===== config.mk =====
export PLATFORM = sky130hd
export DESIGN_NAME = push_button_event_decoder
export DESIGN_NICKNAME = d
export VERILOG_FILES = /design/src/rtl/push_button_event_decoder.sv
export SDC_FILE = /design/constraint.sdc
export NUM_CORES = 1
export LEC_CHECK = 0
export BUFFER_PORTS_ARGS = -buffer_cell sky130_fd_sc_hd__buf_2
export CAP_MARGIN = 20
export CORE_MARGIN = 2
export CORE_UTILIZATION = 62
export DETAILED_ROUTE_END_ITERATION = 8
export HOLD_SLACK_MARGIN = 0.03
export PLACE_DENSITY = 0.82
export SYNTH_ARGS = -nofsm -noshare
export SYNTH_HDL_FRONTEND = slang
export SYNTH_SLANG_ARGS = --single-unit

===== constraint.sdc =====
create_clock -name Clk -period 5.6 [get_ports Clk]
set_input_delay 1.68 -clock Clk [delete_from_list [all_inputs] [get_ports Clk]]
set_output_delay 1.68 -clock Clk [all_outputs]
set_load 0.02 [all_outputs]

===== src/rtl/push_button_event_decoder.sv =====
// -----------------------------------------------------------------------------
// push_button_event_decoder
//
// Reads eight active-low push buttons from the expansion header. Each button is
// synchronised and debounced. Every clean press becomes a 3-bit key code. The
// codes are queued in a small first-word-fall-through FIFO and handed
// downstream with a valid/ready handshake. The debounced button levels are also
// exported so LED-driving logic can use them directly.
//
// Parameters
//   TICK_DIV       sample-tick period in Clk cycles (>= 2)
//   DEBOUNCE_TICKS consecutive stable ticks needed to accept a change (1..255)
//   FIFO_DEPTH     event queue depth (power of 2, >= 2)
//
// Ports
//   Clk       in   system clock, rising edge
//   Reset     in   asynchronous assert, active-high reset
//   Switch    in   [7:0] raw buttons, active-low, asynchronous to Clk
//   Pressed   out  [7:0] debounced level, 1 = held down
//   KeyCode   out  [2:0] button index at the FIFO head (0 when empty)
//   KeyValid  out  FIFO non-empty
//   KeyReady  in   consumer takes the head entry when KeyValid && KeyReady
//   Overflow  out  sticky flag: a press event was dropped
// -----------------------------------------------------------------------------
module push_button_event_decoder #(
  parameter int TICK_DIV       = 100000,
  parameter int DEBOUNCE_TICKS = 16,
  parameter int FIFO_DEPTH     = 4
) (
  input  logic       Clk,
  input  logic       Reset,
  input  logic [7:0] Switch,
  output logic [7:0] Pressed,
  output logic [2:0] KeyCode,
  output logic       KeyValid,
  input  logic       KeyReady,
  output logic       Overflow
);

  localparam int                DIV_W    = $clog2(TICK_DIV);
  localparam logic [DIV_W-1:0]  DIV_LAST = DIV_W'(TICK_DIV - 1);
  localparam logic [7:0]        DB_LIMIT = 8'(DEBOUNCE_TICKS);
  localparam int                PTR_W    = $clog2(FIFO_DEPTH);
  localparam int                CNT_W    = PTR_W + 1;
  localparam logic [CNT_W-1:0]  CNT_FULL = CNT_W'(FIFO_DEPTH);

  // ---------------------------------------------------------------------------
  // Two-flop synchroniser. The flops reset to 1, which is the released level of
  // an active-low button, so no phantom press appears after reset.
  // ---------------------------------------------------------------------------
  logic [7:0] sync1;
  logic [7:0] sync2;
  logic [7:0] level;

  always_ff @(posedge Clk or posedge Reset) begin
    if (Reset) begin
      sync1 <= '1;
      sync2 <= '1;
    end else begin
      sync1 <= Switch;
      sync2 <= sync1;
    end
  end

  assign level = ~sync2;

  // ---------------------------------------------------------------------------
  // Sample-tick divider: a one-cycle pulse every TICK_DIV clocks.
  // ---------------------------------------------------------------------------
  logic [DIV_W-1:0] divider;
  logic             tick;

  assign tick = (divider == DIV_LAST);

  always_ff @(posedge Clk or posedge Reset) begin
    if (Reset) begin
      divider <= '0;
    end else if (tick) begin
      divider <= '0;
    end else begin
      divider <= divider + DIV_W'(1);
    end
  end

  // ---------------------------------------------------------------------------
  // Per-button debounce. A counter runs only while the sampled level disagrees
  // with the accepted level. Any agreeing tick restarts the count, so a glitch
  // shorter than DEBOUNCE_TICKS ticks can never flip Pressed.
  // ---------------------------------------------------------------------------
  logic [7:0] db_cnt [8];

  always_ff @(posedge Clk or posedge Reset) begin
    if (Reset) begin
      Pressed <= '0;
      for (int i = 0; i < 8; i++) db_cnt[i] <= '0;
    end else if (tick) begin
      for (int i = 0; i < 8; i++) begin
        if (level[i] == Pressed[i]) begin
          db_cnt[i] <= '0;
        end else if (db_cnt[i] + 8'd1 == DB_LIMIT) begin
          Pressed[i] <= ~Pressed[i];
          db_cnt[i]  <= '0;
        end else begin
          db_cnt[i]  <= db_cnt[i] + 8'd1;
        end
      end
    end
  end

  // ---------------------------------------------------------------------------
  // Press detection. Only a 0->1 edge of Pressed creates an event. A release
  // creates none.
  // ---------------------------------------------------------------------------
  logic [7:0] pressed_q;
  logic [7:0] rise;

  always_ff @(posedge Clk or posedge Reset) begin
    if (Reset) pressed_q <= '0;
    else       pressed_q <= Pressed;
  end

  assign rise = Pressed & ~pressed_q;

  // ---------------------------------------------------------------------------
  // Pending flags and arbitration. The lowest pending index is written into the
  // FIFO when there is room. Room includes a full FIFO that pops this cycle.
  // ---------------------------------------------------------------------------
  logic [7:0]       pending;
  logic [CNT_W-1:0] count;
  logic             full;
  logic             pop;
  logic             push;
  logic [2:0]       grant_idx;
  logic [7:0]       clr_mask;

  assign KeyValid = (count != '0);
  assign full     = (count == CNT_FULL);
  assign pop      = KeyValid && KeyReady;
  assign push     = (pending != '0) && (!full || pop);

  // NOTE: every combinational output gets a default before any conditional
  // assignment. Otherwise a path that skips the assignment infers a latch.
  always_comb begin
    grant_idx = 3'd0;
    // Scanning downward leaves the lowest set index as the last one written.
    // NOTE: blocking '=' inside always_comb; sequential state uses '<=' only.
    for (int i = 7; i >= 0; i--) begin
      if (pending[i]) grant_idx = 3'(i);
    end
  end

  assign clr_mask = push ? (8'b1 << grant_idx) : 8'b0;

  // A press on a bit whose flag is still pending is lost. The exception is a
  // flag that is being drained this same cycle: the new press then re-arms it.
  always_ff @(posedge Clk or posedge Reset) begin
    if (Reset) begin
      pending  <= '0;
      Overflow <= 1'b0;
    end else begin
      pending <= (pending & ~clr_mask) | rise;
      if ((rise & pending & ~clr_mask) != '0) Overflow <= 1'b1;
    end
  end

  // ---------------------------------------------------------------------------
  // First-word-fall-through event FIFO. The pointers are power-of-two wide, so
  // they wrap on their own.
  // ---------------------------------------------------------------------------
  logic [2:0]       mem [FIFO_DEPTH];
  logic [PTR_W-1:0] wr_ptr;
  logic [PTR_W-1:0] rd_ptr;

  // NOTE: the storage array has no reset. Entries are only read while count
  // says they are valid, and KeyCode is forced to 0 when the queue is empty.
  always_ff @(posedge Clk) begin
    if (push) mem[wr_ptr] <= grant_idx;
  end

  always_ff @(posedge Clk or posedge Reset) begin
    if (Reset) begin
      wr_ptr <= '0;
      rd_ptr <= '0;
      count  <= '0;
    end else begin
      if (push) wr_ptr <= wr_ptr + PTR_W'(1);
      if (pop)  rd_ptr <= rd_ptr + PTR_W'(1);
      case ({push, pop})
        2'b10:   count <= count + CNT_W'(1);
        2'b01:   count <= count - CNT_W'(1);
        default: count <= count;
      endcase
    end
  end

  assign KeyCode = KeyValid ? mem[rd_ptr] : 3'd0;

endmodule


# Word level (Yosys, flattened, before mapping)
# Memory sizes are Yosys's and may differ from the RTL's.
# Cells that the tools add are included.
dict set report totals {
  register_bits 129
  mem_bits_rw 12
  inputBits 11
  output_inout_bits 13
  n_memories 1
}
dict set report op_classes {
  add_sub_neg 13
  n_eq_ne 20
  shift 1
  muxes 30
  bitwise_logic 24
  n_reduce_logical 16
}
# memory words width rd rd_clocked_by_memory_dff wr line
set mem_list {}
lappend mem_list {mem 4 3 1 0 1 170} ;# logic [2:0] mem [FIFO_DEPTH];
# operator n
set ops {}
lappend ops {{8-bit two-way mux} 17}
lappend ops {{8-bit by 1-bit adder with 8-bit output, second input constant} 8}
lappend ops {{8-bit by 5-bit equality test with 1-bit output, second input constant} 8}
lappend ops {{8-bit bitwise AND} 4}
lappend ops {{3-bit two-way mux} 9}
lappend ops {{8-bit NOT} 3}
lappend ops {{3-bit AND reduction} 8}
lappend ops {{17-bit by 1-bit adder with 17-bit output, second input constant} 1}
lappend ops {{17-bit equality test, second input constant} 1}
lappend ops {{17-bit two-way mux} 1}
lappend ops {{1-bit NOT} 16}
lappend ops {{8-bit nonzero test} 2}
lappend ops {{1-bit equality test} 8}
lappend ops {{8-bit bitwise OR} 1}
lappend ops {{1-bit by 3-bit << shifter with 8-bit output, first input constant} 1}
lappend ops {{3-bit one-hot mux with 2 select lines} 1}
lappend ops {{2-bit by 1-bit adder with 2-bit output, second input constant} 2}
lappend ops {{3-bit by 1-bit adder with 3-bit output, second input constant} 1}
lappend ops {{3-bit equality test, second input constant} 1}
lappend ops {{3-bit nonzero test} 1}
lappend ops {{3-bit by 1-bit subtractor with 3-bit output, second input constant} 1}
lappend ops {{2-bit by 1-bit equality test with 1-bit output, second input constant} 1}
lappend ops {{2-bit equality test, second input constant} 1}
lappend ops {{1-bit logical AND} 2}
lappend ops {{other kinds (4)} 5}

# Longest topological paths before layout
dict set report logic_depth {
  word_depth 13
  mapped_depth 8
  mapped_depth_nobuf 7
}

# Worst setup path after synthesis
# Ideal clock, no wire load.
dict set report synth_path {
  path_kind {input to register}
  startpoint {input KeyReady}
  endpoint {register count[2]}
  arrival_time_ns 2.873
  required_time_ns 5.476
  slack_ns 2.603
  cell_stages 7
  n_path_buf 1
  cell_sequence {and2_1 clkbuf_1 nand2_1 fa_1 nor4_1 a31oi_1 xnor2_1}
}
dict set report synth_via {
  elab_chain_len 5
  word_cells_on_any_way 7
  classes_between {2 x eq/ne; 1 x mux; 4 x reduce/logical}
}
# item line
set synth_lines {}
lappend synth_lines {{from (decl)} 36} ;# input logic KeyReady,
lappend synth_lines {{1-bit logical AND (*)} 138} ;# assign pop = KeyValid && KeyReady;
lappend synth_lines {{1-bit logical OR} 139} ;# assign push = (pending != '0) && (!full || pop);
lappend synth_lines {{1-bit logical AND} 139}
lappend synth_lines {{2-bit by 1-bit equality test with 1-bit output or 2-bit equality test (tied branches)} 188} ;# case ({push, pop})
lappend synth_lines {{3-bit one-hot mux with 2 select lines or 2-bit nonzero test (tied branches)} n/a}
lappend synth_lines {{to (signal assigned)} 189} ;# 2'b10: count <= count + CNT_W'(1);
lappend synth_lines {{to (signal assigned)} 190} ;# 2'b01: count <= count - CNT_W'(1);
lappend synth_lines {{to (signal assigned)} 191} ;# default: count <= count;
lappend synth_lines {{to (decl)} 129} ;# logic [CNT_W-1:0] count;
# Mark *: on every way between the ends. The rest lies on a longest branch, timed or not.
# A chain may end at the register's enable or synchronous reset.

# Worst setup path in the final report
dict set report layout_path {
  startpoint {register rd_ptr[0]}
  endpoint {output KeyCode[2]}
}
dict set report layout_via {
  elab_chain_len 2
}
# item line
set layout_lines {}
lappend layout_lines {{from (decl)} 172} ;# logic [PTR_W-1:0] rd_ptr;
lappend layout_lines {{from (signal assigned)} 187} ;# if (pop) rd_ptr <= rd_ptr + PTR_W'(1);
lappend layout_lines {{memory read 4 x 3 bit} n/a}
lappend layout_lines {{3-bit two-way mux} 196} ;# assign KeyCode = KeyValid ? mem[rd_ptr] : 3'd0;
lappend layout_lines {{to (decl)} 34} ;# output logic [2:0] KeyCode,
# No other way between the ends.

==> flow_summary.ini <==
[run_status]
outcome = finished, final reports clean

[setup_path]
crit_fanout = 5
crit_type = flip-flop to primary output
path_cells = mux4_2 > and2_1 > buf_2
worstPathRequired_ps = 3920
crit_path_end_kind = primary output
cp_slowest_stage_delay_ps = 530
crit_path_start_kind = flip-flop
cpMaxStageDelayCell = mux4_2
critPathArrivalTime_ps = 1870
rr_worst_depth = 6

[timing]
fin_crit_sh_pct = 63.4
rsz0062_at_grt = no
finalHoldViolations = 0
finalSetupTns_ps = 0
worstMarginPinSlew_ps = 1040
fin_skew_ps = 10.7
hold_ws_ps = 355
setup_violations = 0
fmax_ghz = 0.282
slew_violations = 0
layout_setup_ws_ps = 2050
slew_headroom_pct = 30.7
post-route-min-period_ps = 3550

[finish]
final_cell_area_mm2 = 0.00772
final_util_pct = 71.3
fin_nets = 724
drive_gt1_share_pct = 12.4
fillers = 759
area_growth_pct = 12.1
antenna_cells = 0

[power_and_ir_drop]
switching_share_pct = 25.3
p_clk_share_pct = 43.1
p_leak_uw = 0.00334
p_sw_uw = 654
p_seq_share_pct = 44.3
p_per_area_mw_per_mm2 = 334
p_int_uw = 1930
ir_drop_mv = 0.269
power_frac_comb_pct = 12.5

[global_route]
grt_overflow = 0
antenna_found_initial = 0
grt_pass1_wl_um = 24300
grt_pass1_vias = 5263
grt_max_degree = 107
track_usage_pct = 25.8

[drt]
vias_per_cell = 6.26
first_pass_iters = 4
drc = 0
drt_wl_total_um = 13800
ant_nets = 0
drt_iter0_markers = 455
route.vias.total = 5330
wire_per_inst_um = 16.2

[die]
io_pins = 24
core_mm2 = 0.0108
die_y_um = 109
start_util_pct = 63.6
rows = 38
die_w_um = 109
die-area_mm2 = 0.0120

[logic_synthesis]
netlist_instances = 672
synth_edf_count = 12
avgSynthCellArea_um2 = 10.3
synth-seq-cells = 141
synthTopCellsByCount = 113 x dfrtp_1, 83 x o21ai_0, 76 x nand2_1
synthFlopType = dfrtp_1
syn_area_mm2 = 0.00689
yosysWarnings = 0
synthArstFlopShare_pct = 91.5
yosysTopAreaCell = dfrtp_1
synth.distinct_cells = 56
syn_nets = 697
seq_area_frac_synth_pct = 52.4
yosysMostFrequentCell = dfrtp_1
synth.top_cell.area_share_pct = 41.0
netlist_top_cells_area = dfrtp_1 41%, dfstp_2 6.1%, o21ai_0 6.0%, edfxtp_1 5.2%, nand2_1 4.1%

[cts]
cts_htree_levels = 4
insertion_delay_ps = 540
cts-root-buf = clkbuf_8
path_clk_slew_ps = 60
cts_buffer_depth = 2
post_cts_buffers = 0
cts_tree = built
hold_buffers = 0
cts-resized-gates = 0
clock_sinks = 141
cts_buffers = 17

[placed_design]
dpl.hpwl_um = 8710
gp_congestion = 0.851
dpl_cell_area_mm2 = 0.00713
port_buffers = 23
place_ws_ps = 2070

[job]
maxCapViolCount = 0

[worst_hold_path]
hp-class = flip-flop to flip-flop
min_path_cells = 0
## power groups by stage
stage,Clock (µW),Sequential [µW],Combinational [µW]
final,1110,1140,324
after global routing,1180,1150,361
after CTS,1130,1140,322
after detailed placement,0,1160,317
after global placement,0,1160,299
after floorplan,0,1140,250
## flip-flops by register name, summed over array words and instances (netlist names)
register and flops:
db_cnt 64, divider 17, mem 12, Pressed 8
pending 8, pressed_q 8, sync1 8, sync2 8
count 3, rd_ptr 2, wr_ptr 2, Overflow 1
## layout by cell type, fill, tap and decap left out, types with 12 or more instances in the layout
cell type / count
a22o_1: 19
and2_1: 14
and3_1: 20
buf_2: 23
clkbuf_16: 16
dfrtp_1: 113
dfstp_2: 16
edfxtp_1: 12
ha_1: 13
inv_1: 17
nand2_1: 76
nand3_1: 52
nand4_1: 16
nor2_1: 34
o21ai_0: 83
o31ai_1: 22
xnor2_1: 19
xor2_1: 13
## worst paths after layout
| path | endpoint | startpoint | slack (ps) |
|---|---|---|---|
| min reg2reg | sync2[7] | sync1[7] | 360 |
| min in group asynchronous | db_cnt[7] | Reset | 1260 |
| max reg2reg | db_cnt[29] | divider[12] | 2860 |
| min | sync2[7] | sync1[7] | 360 |
| max in group asynchronous | db_cnt[45] | Reset | 3240 |
| max | KeyCode[2] | rd_ptr[0] | 2050 |
## final cells by class
type	instances	area, µm²	share of cell area, %
Tap cell	140	175	2.27
Clock inverter	5	77.6	1.00
Clock buffer	27	512	6.62
Timing Repair Buffer	28	150	1.94
Multi-Input combinational cell	493	3130	40.5
Inverter	18	70.1	0.907
Sequential cell	141	3610	46.7
## kinds of logic after synthesis
logic type / count (synthesis) / synth area share [%]
fa+ha+maj: 14 / 2.65
xor+xnor: 32 / 4.07
flops: 141 / 52.4
mux: 9 / 1.87
compound gates: 172 / 16.6
buf+inv: 38 / 2.32
simple gates: 266 / 20.1
## worst max-delay path, delay by kind of cell, from the launching register on
kind                   cells  cell delay, ps
flip-flops                 1             490
AND/OR/NAND/NOR            1             160
multiplexers               1             530
buffers and inverters      1             150
## stage by stage
| stage | std cells | power, µW |
|---|---|---|
| floorplan | 672 | 1390 |
| global placement | 819 | 1450 |
| detailed placement | 819 | 1480 |
| CTS | 851 | 2600 |
| global route | 852 | 2690 |
| finish | 852 | 2580 |
## metal layers
metal,vias up,routed length [µm],global-route usage (%)
li1,2546,-,-
met1,2642,6070,33.4
met2,125,7040,42.4
met3,17,572,6.70
met4,0,151,8.50
met5,-,0,0
(Power assumes the default switching activity.)
